`src/rtl/systolic_tile_sequencer_pkg.sv`:
```
// Shared types and sizing helpers for the systolic tile sequencer slice.
package systolic_pkg;

  localparam int DEF_ROWS       = 4;
  localparam int DEF_COLUMNS    = 4;
  localparam int DEF_INPUTS_N   = 8;
  localparam int DEF_MAX_K      = 256;
  localparam int DEF_PE_LATENCY = 1;

  typedef enum logic [2:0] {
    IDLE,
    CLEAR,
    FEED,
    DRAIN,
    DONE
  } seq_state_t;

  // Cycles after the last transfer until the far-corner PE holds its final sum.
  function automatic int drain_cycles(input int rows, input int cols, input int pe_lat);
    return rows + cols + pe_lat - 1;
  endfunction

endpackage

```
`src/rtl/systolic_tile_sequencer_if.sv`:
```
// Operand feed bus: one A column and one B row move together per transfer.
interface systolic_tile_sequencer_if
  import systolic_pkg::*;
#(
  parameter int ROWS     = DEF_ROWS,
  parameter int COLUMNS  = DEF_COLUMNS,
  parameter int INPUTS_N = DEF_INPUTS_N
);

  // A transfer happens on a rising edge where both valids are high and the
  // sequencer raises both readies; each ready already depends on the other
  // side's valid, so a column and a row are never consumed singly.
  logic                        A_Col_Valid;
  logic                        A_Col_Ready;
  logic [ROWS*INPUTS_N-1:0]    A_Col_Data;
  logic                        B_Row_Valid;
  logic                        B_Row_Ready;
  logic [COLUMNS*INPUTS_N-1:0] B_Row_Data;

  modport master (
    output A_Col_Valid, A_Col_Data, B_Row_Valid, B_Row_Data,
    input  A_Col_Ready, B_Row_Ready
  );

  modport slave (
    input  A_Col_Valid, A_Col_Data, B_Row_Valid, B_Row_Data,
    output A_Col_Ready, B_Row_Ready
  );

endinterface

```
`src/rtl/systolic_tile_sequencer_skew_delay_line.sv`:
```
// One skew lane: DEPTH delay stages plus an output register, data held while invalid.
module skew_delay_line #(
  parameter int DEPTH = 0,
  parameter int WIDTH = 8
) (
  input  logic             Clock,
  input  logic             Reset,
  input  logic             In_Valid,
  input  logic [WIDTH-1:0] In_Data,
  output logic             Out_Valid,
  output logic [WIDTH-1:0] Out_Data
);

  logic [DEPTH:0]   v_q;
  logic [WIDTH-1:0] d_q [DEPTH+1];

  // Stage DEPTH is the output register; valids always shift, data only moves with a valid.
  always_ff @(posedge Clock or posedge Reset) begin
    if (Reset) begin
      v_q <= '0;
      for (int i = 0; i <= DEPTH; i++) d_q[i] <= '0;
    end else begin
      v_q[0] <= In_Valid;
      if (In_Valid) d_q[0] <= In_Data;
      for (int i = 1; i <= DEPTH; i++) begin
        v_q[i] <= v_q[i-1];
        if (v_q[i-1]) d_q[i] <= d_q[i-1];
      end
    end
  end

  assign Out_Valid = v_q[DEPTH];
  assign Out_Data  = d_q[DEPTH];

endmodule

```
`src/rtl/systolic_tile_sequencer.sv`:
```
// Tile GEMM sequencer: clears, skews and feeds a systolic array, then signals Done.
// Optional macro SEQ_STALL_COUNT_EN adds the Stall_Count output.
module systolic_tile_sequencer
  import systolic_pkg::*;
#(
  parameter int  ROWS       = DEF_ROWS,
  parameter int  COLUMNS    = DEF_COLUMNS,
  parameter int  INPUTS_N   = DEF_INPUTS_N,
  parameter int  MAX_K      = DEF_MAX_K,
  parameter int  PE_LATENCY = DEF_PE_LATENCY,
  localparam int K_W        = $clog2(MAX_K + 1)
) (
  input  logic                        Clock,
  input  logic                        Reset,
  input  logic                        Start,
  input  logic [K_W-1:0]              K_Len,
  output logic                        Busy,
  output logic                        Done,
  systolic_tile_sequencer_if.slave    feed,
  output logic [ROWS*INPUTS_N-1:0]    Weights_Out,
  output logic [ROWS-1:0]             Weight_Valids_Out,
  output logic [COLUMNS*INPUTS_N-1:0] Acts_Out,
  output logic [COLUMNS-1:0]          Act_Valids_Out,
  output logic [ROWS-1:0]             Clear_Row_Out,
  output logic [COLUMNS-1:0]          Clear_Column_Out,
  output seq_state_t                  Seq_State
`ifdef SEQ_STALL_COUNT_EN
  ,
  output logic [31:0]                 Stall_Count
`endif
);

  localparam int DRAIN_N = drain_cycles(ROWS, COLUMNS, PE_LATENCY);
  localparam int DRAIN_W = $clog2(DRAIN_N + 1);

  seq_state_t                  state_q, state_d;
  logic [K_W-1:0]              k_lat_q, k_cnt_q, k_sat;
  logic [DRAIN_W-1:0]          drain_cnt_q;
  logic                        start_acc, feeding, xfer, last_xfer;
  logic                        xfer_q, clear_q;
  logic [ROWS*INPUTS_N-1:0]    a_q;
  logic [COLUMNS*INPUTS_N-1:0] b_q;

  assign start_acc = (state_q == IDLE) && Start;
  assign k_sat     = (K_Len > K_W'(MAX_K)) ? K_W'(MAX_K) : K_Len;
  assign feeding   = (state_q == FEED) && (k_cnt_q < k_lat_q);
  assign xfer      = feeding && feed.A_Col_Valid && feed.B_Row_Valid;
  assign last_xfer = xfer && ((k_cnt_q + K_W'(1)) == k_lat_q);

  assign feed.A_Col_Ready = feeding && feed.B_Row_Valid;
  assign feed.B_Row_Ready = feeding && feed.A_Col_Valid;

  always_comb begin
    state_d = state_q;
    case (state_q)
      IDLE:    if (Start) state_d = (K_Len == '0) ? DONE : CLEAR;
      CLEAR:   state_d = FEED;
      FEED:    if (last_xfer) state_d = DRAIN;
      DRAIN:   if (drain_cnt_q == DRAIN_W'(1)) state_d = DONE;
      DONE:    state_d = IDLE;
      default: state_d = IDLE;
    endcase
  end

  always_ff @(posedge Clock or posedge Reset) begin
    if (Reset) begin
      state_q     <= IDLE;
      k_lat_q     <= '0;
      k_cnt_q     <= '0;
      drain_cnt_q <= '0;
      clear_q     <= 1'b0;
      xfer_q      <= 1'b0;
      a_q         <= '0;
      b_q         <= '0;
    end else begin
      state_q <= state_d;
      clear_q <= (state_q == CLEAR);
      if (start_acc) begin
        k_lat_q <= k_sat;
        k_cnt_q <= '0;
      end else if (xfer) begin
        k_cnt_q <= k_cnt_q + K_W'(1);
      end
      if (last_xfer) drain_cnt_q <= DRAIN_W'(DRAIN_N);
      else if (state_q == DRAIN) drain_cnt_q <= drain_cnt_q - DRAIN_W'(1);
      // Non-transfer cycles enter every lane as a bubble, keeping the diagonal intact.
      xfer_q <= xfer;
      if (xfer) begin
        a_q <= feed.A_Col_Data;
        b_q <= feed.B_Row_Data;
      end
    end
  end

  for (genvar r = 0; r < ROWS; r++) begin : g_weight_lane
    skew_delay_line #(.DEPTH(r), .WIDTH(INPUTS_N)) u_lane (
      .Clock     (Clock),
      .Reset     (Reset),
      .In_Valid  (xfer_q),
      .In_Data   (a_q[r*INPUTS_N +: INPUTS_N]),
      .Out_Valid (Weight_Valids_Out[r]),
      .Out_Data  (Weights_Out[r*INPUTS_N +: INPUTS_N])
    );
  end

  for (genvar c = 0; c < COLUMNS; c++) begin : g_act_lane
    skew_delay_line #(.DEPTH(c), .WIDTH(INPUTS_N)) u_lane (
      .Clock     (Clock),
      .Reset     (Reset),
      .In_Valid  (xfer_q),
      .In_Data   (b_q[c*INPUTS_N +: INPUTS_N]),
      .Out_Valid (Act_Valids_Out[c]),
      .Out_Data  (Acts_Out[c*INPUTS_N +: INPUTS_N])
    );
  end

  assign Clear_Row_Out    = {ROWS{clear_q}};
  assign Clear_Column_Out = {COLUMNS{clear_q}};
  assign Busy             = (state_q != IDLE);
  assign Done             = (state_q == DONE);
  assign Seq_State        = state_q;

`ifdef SEQ_STALL_COUNT_EN
  always_ff @(posedge Clock or posedge Reset) begin
    if (Reset) begin
      Stall_Count <= '0;
    end else if (start_acc) begin
      Stall_Count <= '0;
    end else if (feeding && !xfer && (Stall_Count != 32'hFFFF_FFFF)) begin
      Stall_Count <= Stall_Count + 32'd1;
    end
  end
`endif

endmodule

```
`src/flat_wrapper.sv`:
```
// flat-port wrapper written by rule: the top's interface ports become plain ports
module systolic_tile_sequencer_flat import systolic_pkg::*;
#(
  parameter int  ROWS       = DEF_ROWS,
  parameter int  COLUMNS    = DEF_COLUMNS,
  parameter int  INPUTS_N   = DEF_INPUTS_N,
  parameter int  MAX_K      = DEF_MAX_K,
  parameter int  PE_LATENCY = DEF_PE_LATENCY,
  localparam int K_W        = $clog2(MAX_K + 1)
)
  (Clock, Reset, Start, K_Len, Busy, Done, Weights_Out, Weight_Valids_Out, Acts_Out, Act_Valids_Out, Clear_Row_Out, Clear_Column_Out, Seq_State, feed_A_Col_Valid, feed_A_Col_Data, feed_B_Row_Valid, feed_B_Row_Data, feed_A_Col_Ready, feed_B_Row_Ready);
  systolic_tile_sequencer_if #(.ROWS(ROWS), .COLUMNS(COLUMNS), .INPUTS_N(INPUTS_N)) feed_i ();
  input  logic Clock;
  input  logic Reset;
  input  logic Start;
  input  logic [K_W-1:0] K_Len;
  output logic Busy;
  output logic Done;
  output logic [ROWS*INPUTS_N-1:0] Weights_Out;
  output logic [ROWS-1:0] Weight_Valids_Out;
  output logic [COLUMNS*INPUTS_N-1:0] Acts_Out;
  output logic [COLUMNS-1:0] Act_Valids_Out;
  output logic [ROWS-1:0] Clear_Row_Out;
  output logic [COLUMNS-1:0] Clear_Column_Out;
  output seq_state_t Seq_State;
  input wire logic [$bits(feed_i.A_Col_Valid)-1:0] feed_A_Col_Valid;
  input wire logic [$bits(feed_i.A_Col_Data)-1:0] feed_A_Col_Data;
  input wire logic [$bits(feed_i.B_Row_Valid)-1:0] feed_B_Row_Valid;
  input wire logic [$bits(feed_i.B_Row_Data)-1:0] feed_B_Row_Data;
  output wire logic [$bits(feed_i.A_Col_Ready)-1:0] feed_A_Col_Ready;
  output wire logic [$bits(feed_i.B_Row_Ready)-1:0] feed_B_Row_Ready;
  assign feed_i.A_Col_Valid = feed_A_Col_Valid;
  assign feed_i.A_Col_Data = feed_A_Col_Data;
  assign feed_i.B_Row_Valid = feed_B_Row_Valid;
  assign feed_i.B_Row_Data = feed_B_Row_Data;
  assign feed_A_Col_Ready = feed_i.A_Col_Ready;
  assign feed_B_Row_Ready = feed_i.B_Row_Ready;
  systolic_tile_sequencer #(.ROWS(ROWS), .COLUMNS(COLUMNS), .INPUTS_N(INPUTS_N), .MAX_K(MAX_K), .PE_LATENCY(PE_LATENCY)) u_core (.Clock(Clock), .Reset(Reset), .Start(Start), .K_Len(K_Len), .Busy(Busy), .Done(Done), .feed(feed_i), .Weights_Out(Weights_Out), .Weight_Valids_Out(Weight_Valids_Out), .Acts_Out(Acts_Out), .Act_Valids_Out(Act_Valids_Out), .Clear_Row_Out(Clear_Row_Out), .Clear_Column_Out(Clear_Column_Out), .Seq_State(Seq_State));
endmodule
```
`config.mk`:
```
export PLATFORM = sky130hd
export DESIGN_NAME = systolic_tile_sequencer_flat
export DESIGN_NICKNAME = d
export VERILOG_FILES = /design/src/rtl/systolic_tile_sequencer_pkg.sv /design/src/rtl/systolic_tile_sequencer_if.sv /design/src/rtl/systolic_tile_sequencer_skew_delay_line.sv /design/src/rtl/systolic_tile_sequencer.sv /design/src/flat_wrapper.sv
export SDC_FILE = /design/constraint.sdc
export NUM_CORES = 1
export LEC_CHECK = 0
export CAP_MARGIN = 40
export CORE_ASPECT_RATIO = 1.25
export CORE_MARGIN = 4
export CORE_UTILIZATION = 34
export CTS_CLUSTER_SIZE = 20
export DETAILED_ROUTE_END_ITERATION = 8
export PLACE_DENSITY_LB_ADDON = 0.1
export RECOVER_POWER = 50
export SLEW_MARGIN = 20
export SYNTH_ARGS = -nofsm -noshare
export SYNTH_HDL_FRONTEND = slang
export SYNTH_SLANG_ARGS = --single-unit
```
`constraint.sdc`:
```
create_clock -name Clock -period 23.5 [get_ports Clock]
set_clock_uncertainty 0.05 [all_clocks]
set_input_delay 4.7 -clock Clock [delete_from_list [all_inputs] [get_ports Clock]]
set_output_delay 4.7 -clock Clock [all_outputs]
set_load 0.005 [all_outputs]
```
==> results by group, run 1 <==
STA
  – Achievable clock frequency: 94.85 MHz
  – Worst Hold Margin: 0.4179 ns
  – Number of slew-limit violations in the final report: around 250
  – Setup repair after global routing missed its margin: false
  – Final setup TNS: 0 ns
  – Final cycle utilization of the critical path: between 40% and 50%
  – Relative slew slack: -195.5%
  – Number of failing setup endpoints in the final timing report: 0
  – Setup ws final: between 10 and 15 ns
  – Post-route minimum period: roughly 11 ns
  – Number of failing hold endpoints at the final stage: 0
  – Transition time at the pin with the least slew margin: 4.433 ns

Yosys
  – Top area cells in the synthesized netlist: sky130_fd_sc_hd__dfrtp_1, sky130_fd_sc_hd__mux2_2, sky130_fd_sc_hd__nand2_1
  – Flops & latches, synth: roughly 260
  – Adder-cell share of the synthesized area: 1.412%
  – Multiplexer area fraction after synthesis: a little under a fifth
  – Compound-cell area share of the yosys netlist: between 2 and 2.5%
  – Warnings, synthesis: 0
  – Top cell type's share of synthesized area: between 60% and 70%
  – Unique masters post-synth: 45
  – Simple-gate share of the synthesized area: 10.49%
  – Sequential area share after synthesis: about 60%
  – Largest family of logic cells by synthesized area: multiplexers
  – Post-Syn Nets: 956
  – Async set-reset flop share out of synthesis: 100.0%
  – Average instance area after synthesis: roughly 12 µm²
  – Xor and xnor fraction of the mapped netlist area: between 1 and 1.5%
  – Cell area after synthesis: about 11000 µm²
  – Prevailing post-synth register cell: sky130_fd_sc_hd__dfrtp_1
  – Number of synthesized flops with an enable pin: 0
  – Gate count after technology mapping: about 870
  – Cell type with the highest aggregate area in the netlist: sky130_fd_sc_hd__dfrtp_1

Worst setup path
  – Critical path class: primary input to primary output
  – Type of destination of the critical path: primary output
  – Worst endpoint data arrival time: 5.79 ns
  – Worst Setup Start Kind: primary input
  – Critical path peak fanout: 2
  – Required arrival time at the worst endpoint: about 19 ns
  – FF-to-FF path depth: 2

Worst hold path
  – Class of the tightest hold or removal check: flip-flop to flip-flop
  – Number of stages on the worst hold path: 2

Clock tree
  – Number of H-tree branching levels: 1
  – Clock root buffer: sky130_fd_sc_hd__clkbuf_16
  – Post-cts repair resize count: 0
  – Clock tree from TritonCTS: built
  – CTS clk-pin slew, worst paths: ~0.06 ns
  – Number of sinks handled by clock tree synthesis: roughly 260
  – Number of buffers added by the clock tree synthesis step: 27
  – Maximum clock insertion buffer count: 3
  – Clock latency on the worst-skew pair: 0.53 ns
  – Post-CTS setup buffers: 0
  – Number of buffers inserted for hold repair after clock tree synthesis: 0

Final layout
  – Register area: approximately 6400 µm²
  – Multi-input gate area in the final layout: 3513 µm²
  – Area grow syn2layout: 22.88%
  – Count of nets after finishing: 1056
  – Fraction of layout cells with a size suffix above 1: a little over a fifth
  – Post-route cell area: about 13000 µm²
  – Layout Utilization: 42.28%
  – Number of fill cells: approximately 3000
  – Antenna cell count: 0

Floorplan
  – Die ar.: approximately 34000 µm²
  – Number of placement rows: 72
  – Starting Density: between 30% and 40%
  – Number of ports placed on the die boundary: 165
  – Die height: between 200 and 250 µm
  – Core Region: between 30000 and 40000 µm²
  – Die boundary width: roughly 170 µm

Route
  – Via-to-Cell Ratio: 4.561
  – Vias post-DR: 6349
  – TritonRoute pass-1 iters: 5
  – Post-DR wirelength/cell: ~16 µm
  – Drc violations: 0
  – Wire length reported by the detailed router: about 22000 µm
  – Iteration-0 DRC Markers: 194
  – Routed Antenna Nets: 0

Job
  – Max capacitance violation total: 5

Placement
  – Area of placed instances: 12260 µm²
  – Count of port buffers added during placement: around 160
  – Placer congestion estimate: just over 0.7
  – Sum of net half-perimeters after detailed placement: 13920 µm
  – Worst setup slack before clock tree synthesis: about 13 ns

Outcome
  – Violated checks: max-capacitance violations, max-slew violations
  – Status: finished with violations

Global routing
  – Antenna violations before repair: 2
  – Residual overflow from global routing: 0
  – Via count of the first global-routing pass: around 6600
  – Global-route total usage across every layer: roughly an eighth
  – Maximum number of pins on one net before global-route repair: a little over 80
  – Global-route wire length before repair: 35820 µm

Power
  – Worst IR Drop VDD: about 0.044 mV
  – Pwr dens: around 120 nW/µm²
  – Lkg Pwr: roughly 6 nW
-- synthesized netlist by cell type (4+ instances only) --
| cell type | n |
|---|---|
| sky130_fd_sc_hd__nand3b_1 | 8 |
| sky130_fd_sc_hd__nand3_1 | 8 |
| sky130_fd_sc_hd__a31oi_1 | 4 |
| sky130_fd_sc_hd__mux2i_1 | 8 |
| sky130_fd_sc_hd__xnor2_1 | 9 |
| sky130_fd_sc_hd__nor3_1 | 5 |
| sky130_fd_sc_hd__ha_1 | 12 |
| sky130_fd_sc_hd__clkbuf_1 | 20 |
| sky130_fd_sc_hd__xor2_1 | 4 |
| sky130_fd_sc_hd__nor2_1 | 14 |
| sky130_fd_sc_hd__mux2_2 | 163 |
| sky130_fd_sc_hd__inv_1 | 15 |
| sky130_fd_sc_hd__buf_2 | 6 |
| sky130_fd_sc_hd__dfrtp_1 | 255 |
| sky130_fd_sc_hd__buf_4 | 71 |
| sky130_fd_sc_hd__o21ai_0 | 10 |
| sky130_fd_sc_hd__nand2_1 | 206 |
| sky130_fd_sc_hd__or3_1 | 4 |
-- stage by stage --
| stage | instances | total power, mW |
|---|---|---|
| floorplan | 866 | 1.034 |
| global placement | 1339 | 1.180 |
| detailed placement | 1343 | 1.196 |
| CTS | 1391 | 1.619 |
| global route | 1392 | 1.701 |
| finish | 1392 | 1.586 |
-- state kept, by name (all words and copies together), names as in the netlist --
name and count:
u_core.a_q 32, u_core.xfer_q 1, u_core.g_weight_lane.u_lane.Out_Data 32, u_core.g_act_lane.u_lane.d_q 48, u_core.g_act_lane.u_lane.v_q 1, u_core.Seq_State 3, u_core.k_lat_q 9, u_core.g_weight_lane.u_lane.v_q 3
u_core.clear_q 1, u_core.drain_cnt_q 4, u_core.b_q 32, u_core.g_act_lane.u_lane.Out_Data 32, u_core.g_weight_lane.u_lane.d_q 48, u_core.k_cnt_q 9
-- worst paths after layout --
kind | start | end | slack, ns
max | feed_B_Row_Valid | feed_A_Col_Ready | 12.96
max reg2reg | u_core.xfer_q | u_core.g_act_lane[0].u_lane.Out_Data[2] | 19.74
min | u_core.b_q[22] | u_core.b_q[22] | 0.42
min in group asynchronous | Reset | u_core.g_weight_lane[0].u_lane.Out_Data[3] | 5.02
max in group asynchronous | Reset | u_core.b_q[19] | 13.50
min reg2reg | u_core.b_q[22] | u_core.b_q[22] | 0.42
-- area by class of cell --
| type | instances | share of cell area [%] |
|---|---|---|
| Sequential cell | 255 | 48.86 |
| Multi-Input combinational cell | 492 | 26.89 |
| Timing Repair Buffer | 174 | 13.27 |
| Clock buffer | 39 | 5.976 |
| Tap cell | 407 | 3.898 |
| Clock inverter | 9 | 0.5842 |
| Inverter | 16 | 0.5076 |
-- cells in the final DEF, fill, tap and decap left out, types with 2 or more instances in the layout --
cell                              count
sky130_fd_sc_hd__and3_1               3
sky130_fd_sc_hd__buf_16               2
sky130_fd_sc_hd__nand3_1              8
sky130_fd_sc_hd__xnor2_1              9
sky130_fd_sc_hd__nand2b_1             3
sky130_fd_sc_hd__a22o_1               3
sky130_fd_sc_hd__and2_1               3
sky130_fd_sc_hd__buf_4                2
sky130_fd_sc_hd__nand4_1              2
sky130_fd_sc_hd__or3_1                3
sky130_fd_sc_hd__nor3_1               5
sky130_fd_sc_hd__mux2i_1              8
sky130_fd_sc_hd__dlygate4sd3_1        2
sky130_fd_sc_hd__nor2_1              14
sky130_fd_sc_hd__nor3b_1              2
sky130_fd_sc_hd__clkinv_2             6
sky130_fd_sc_hd__a31oi_1              4
sky130_fd_sc_hd__clkbuf_1            12
sky130_fd_sc_hd__nor4_1               3
sky130_fd_sc_hd__clkbuf_16           27
sky130_fd_sc_hd__nand3b_1             8
sky130_fd_sc_hd__dfrtp_1            253
sky130_fd_sc_hd__clkbuf_8             6
sky130_fd_sc_hd__inv_1               14
sky130_fd_sc_hd__mux2_2             163
sky130_fd_sc_hd__dfrtp_2              2
sky130_fd_sc_hd__a21oi_1              3
sky130_fd_sc_hd__xor2_1               4
sky130_fd_sc_hd__clkdlybuf4s50_1    162
sky130_fd_sc_hd__o21ai_0             10
sky130_fd_sc_hd__ha_1                12
sky130_fd_sc_hd__nand2_1            206
-- metal layers --
| layer | global-route usage [%] | wire [µm] | vias to the layer above |
|---|---|---|---|
| met5 | 0 | 27 | - |
| li1 | - | - | 3015 |
| met3 | 3.344 | 1274 | 30 |
| met1 | 16.23 | 9673 | 3172 |
| met4 | 3.183 | 396 | 4 |
| met2 | 22.02 | 10820 | 128 |
-- power by group --
part	internal, mW	leakage (nW)	switching, mW	total [mW]
logic	0.277	2.31	0.186	0.462
clock network	0.241	0.425	0.171	0.412
registers	0.617	3.27	0.0954	0.712
-- logic make-up after synthesis --
group                      Yosys count
AOI/OAI and AO/OA                   32
buffers and inverters              119
adders and majority gates           12
muxes                              171
xor gates and xnor gates            13
DFF                                255
and+or+nand+nor                    264
-- worst max-delay path, stage by stage --
cell and delay (ns):
sky130_fd_sc_hd__clkdlybuf4s50_1 0.47, sky130_fd_sc_hd__and2_1 0.13, sky130_fd_sc_hd__clkdlybuf4s50_1 0.50
No activity file was read; power rests on OpenSTA's default activity.
==> inputs of run 2 (changes only) <==
clock period = 9.41 ns   (was 23.5 ns; I/O delays follow)
==> run 2 against run 1 <==
  * Sequential power grew to 2.5 times the previous value
  * Critical path depth unchanged
  * The run still ends with max-capacitance violations, max-slew violations left
  * Wire length is 0.13% lower
==> results by group, run 2 (synthesized netlist as in run 1, its figures left out) <==
Worst setup path
  – Type of destination of the critical path: primary output
  – Crit path buffers/inverters: 2 (unchanged)
  – R2R Path End: u_core.g_weight_lane[2].u_lane.d_q[18]
  – FF-to-FF path depth: 2 (unchanged)
  – Top cell by count, worst path: sky130_fd_sc_hd__clkdlybuf4s50_1
  – Worst stage delay on the critical path: 0.50 ns (about the same)
  – Critical path peak fanout: 2 (unchanged)
  – RR Startpoint: u_core.xfer_q
  – Critical path class: primary input to primary output
  – Cell with the largest stage delay on the worst path: sky130_fd_sc_hd__clkdlybuf4s50_1
  – Cell-by-cell listing of the critical path: clkdlybuf4s50_1, and2_1, clkdlybuf4s50_1
  – Worst setup slack for register-to-register paths: 5.76 ns (-13.98 ns)
  – Logic depth of the worst setup path including buffers: 3 (unchanged)
  – Worst endpoint data arrival time: 2.96 ns (-2.83 ns)
  – Delay-heaviest family, CP: buffers and inverters
  – Worst Setup Start Kind: primary input
  – Required arrival time at the worst endpoint: 7.48 ns (-11.27 ns)

Power
  – Pwr dens: 310.9 nW/µm² (+160%)
  – Post-route total power: 4.100 mW (+160%)
  – Lkg Pwr: 6.067 nW (+1.0%)
  – Worst IR Drop VDD: 0.1222 mV (+180%)

Global routing
  – Global-route wire length before repair: 36710 µm (+2.5%)
  – Via count of the first global-routing pass: 6799 (+2.8%)
  – Maximum number of pins on one net before global-route repair: 91 (+9.6%)
  – Antenna violations before repair: 1 (-1)
  – Global-route total usage across every layer: 13.06% (+0.25 points)
  – Residual overflow from global routing: 0 (unchanged)

STA
  – Number of failing setup endpoints in the final timing report: 0 (unchanged)
  – Relative slew slack: -115.6% (+80 points)
  – Achievable clock frequency: a little over 200 MHz
  – Number of failing hold endpoints at the final stage: 0 (unchanged)
  – Number of slew-limit violations in the final report: 190 (-25%)
  – Final setup TNS: 0 ns (unchanged)
  – Setup repair after global routing missed its margin: false
  – Transition time at the pin with the least slew margin: 3.233 ns (-1.200 ns)
  – Final cycle utilization of the critical path: 52.01%
  – Post-route minimum period: around 4.9 ns

Route
  – TritonRoute pass-1 iters: 4 (-1)
  – Drc violations: 0 (unchanged)
  – Wire length reported by the detailed router: 22160 µm (-0.13%)
  – Vias post-DR: 6336 (-0.20%)
  – Via-to-Cell Ratio: 4.558 (about the same)
  – Post-DR wirelength/cell: 15.94 µm (about the same)
  – Iteration-0 DRC Markers: 212 (+9.3%)
  – Routed Antenna Nets: 0 (unchanged)

Clock tree
  – Number of H-tree branching levels: 1 (unchanged)
  – Number of buffers inserted for hold repair after clock tree synthesis: 0 (unchanged)
  – Maximum clock insertion buffer count: 3 (unchanged)
  – Clock latency on the worst-skew pair: 0.52 ns (about the same)
  – Post-CTS setup buffers: 0 (unchanged)
  – CTS clk-pin slew, worst paths: 0.06 ns (about the same)
  – Clock root buffer: sky130_fd_sc_hd__clkbuf_16
  – Number of buffers added by the clock tree synthesis step: 27 (unchanged)
  – Number of sinks handled by clock tree synthesis: 255 (unchanged)
  – Post-cts repair resize count: 0 (unchanged)
  – Clock tree from TritonCTS: built

Floorplan
  – Core Region: 30900 µm² (unchanged)
  – Number of placement rows: 72 (unchanged)
  – Starting Density: 34.41% (unchanged)
  – Number of ports placed on the die boundary: 165 (unchanged)
  – Die ar.: 34180 µm² (unchanged)
  – Die boundary width: 166.2 µm (unchanged)
  – Die height: 205.7 µm (unchanged)

Worst hold path
  – Number of stages on the worst hold path: 2 (unchanged)
  – Class of the tightest hold or removal check: flip-flop to flip-flop
  – Endpoint, Worst Hold: u_core.a_q[17]
  – Min-delay src: u_core.a_q[17]

Placement
  – Count of port buffers added during placement: 164 (unchanged)
  – Placer congestion estimate: 0.7223 (-0.47%)
  – Sum of net half-perimeters after detailed placement: 14080 µm (+1.1%)

Final layout
  – Antenna cell count: 0 (unchanged)
  – Count of nets after finishing: 1054 (-0.19%)
  – Fraction of layout cells with a size suffix above 1: 22.48% (+0.65 points)
  – Commonest cells after routing, fill and taps aside: sky130_fd_sc_hd__dfrtp_1, sky130_fd_sc_hd__nand2_1, sky130_fd_sc_hd__mux2_2
  – Biggest registers after layout: u_core.g_act_lane.u_lane.d_q x48, u_core.g_weight_lane.u_lane.d_q x48
  – Area grow syn2layout: 24.06%
  – Number of fill cells: 2948 (-1.0%)
  – Commonest non-fill, non-tap cell in the layout: sky130_fd_sc_hd__dfrtp_1

Job
  – Max capacitance violation total: 5 (unchanged)

Outcome
  – Status: finished with violations
  – Violated checks: max-capacitance violations, max-slew violations
[run 2: cell count changes in the layout (fill, tap and decap cells not counted), sizes merged]
| cell | delta |
|---|---|
| buf | +1 |
| clkbuf | -11 |
| bufinv | +6 |
| clkinvlp | +1 |
| clkinv | +2 |
| inv | -1 |
[run 2: metal layers]
metal  track usage [%]  wire length (µm)  vias up
met4             3.183               376        2
met1             17.31              9950     3139
li1                  -                 -     3025
met3             3.151              1258       33
met2             21.77             10550      137
met5                 0                20        -
[run 2: how the worst max path moves through the flow]
stage | end | start | slack, ns
after CTS | feed_A_Col_Ready | feed_B_Row_Valid | 4.51
after floorplan | u_core.Seq_State[0] | Reset | 0.46
after global routing | feed_A_Col_Ready | feed_B_Row_Valid | 4.46
after global placement | feed_A_Col_Ready | feed_B_Row_Valid | 4.51
final | feed_A_Col_Ready | feed_B_Row_Valid | 4.52
after detailed placement | feed_A_Col_Ready | feed_B_Row_Valid | 4.52
[run 2: area by class of cell]
type	count	area, µm²	area share (%)
sequential	255	6384	48.40
clock inverter	17	265.3	2.011
timing repair buffer	172	1730	13.12
clock buffer	31	720.7	5.464
tap	407	509.2	3.861
inverter	16	66.31	0.5028
multi-input combinational	492	3513	26.64
[run 2: per-stage QoR]
stage	std cells	instance area (µm²)	setup slack, ns	utilization, %	hold slack, ns
2_1_floorplan	866	10630	0.4646	-	0.3019
3_3_place_gp	1339	12160	4.508	39.36	0.4013
3_5_place_dp	1342	12240	4.515	39.60	0.4069
4_1_cts	1390	13220	4.506	42.79	0.4231
5_1_grt	1390	13190	4.461	42.68	0.4375
6_report	1390	13190	4.515	42.68	0.4173
[run 2: worst min-delay path, delay by kind of cell, from the launching register on]
family	cells	cell delay [ns]
and+or+nand+nor	2	0.10
DFF	1	0.34
[run 2: report_power, final]
group / internal, mW / total, mW / switching (mW)
Combinational: 0.690 / 1.14 / 0.446
Sequential: 1.54 / 1.79 / 0.254
Clock: 0.738 / 1.17 / 0.432
Total: 2.97 / 4.10 / 1.13
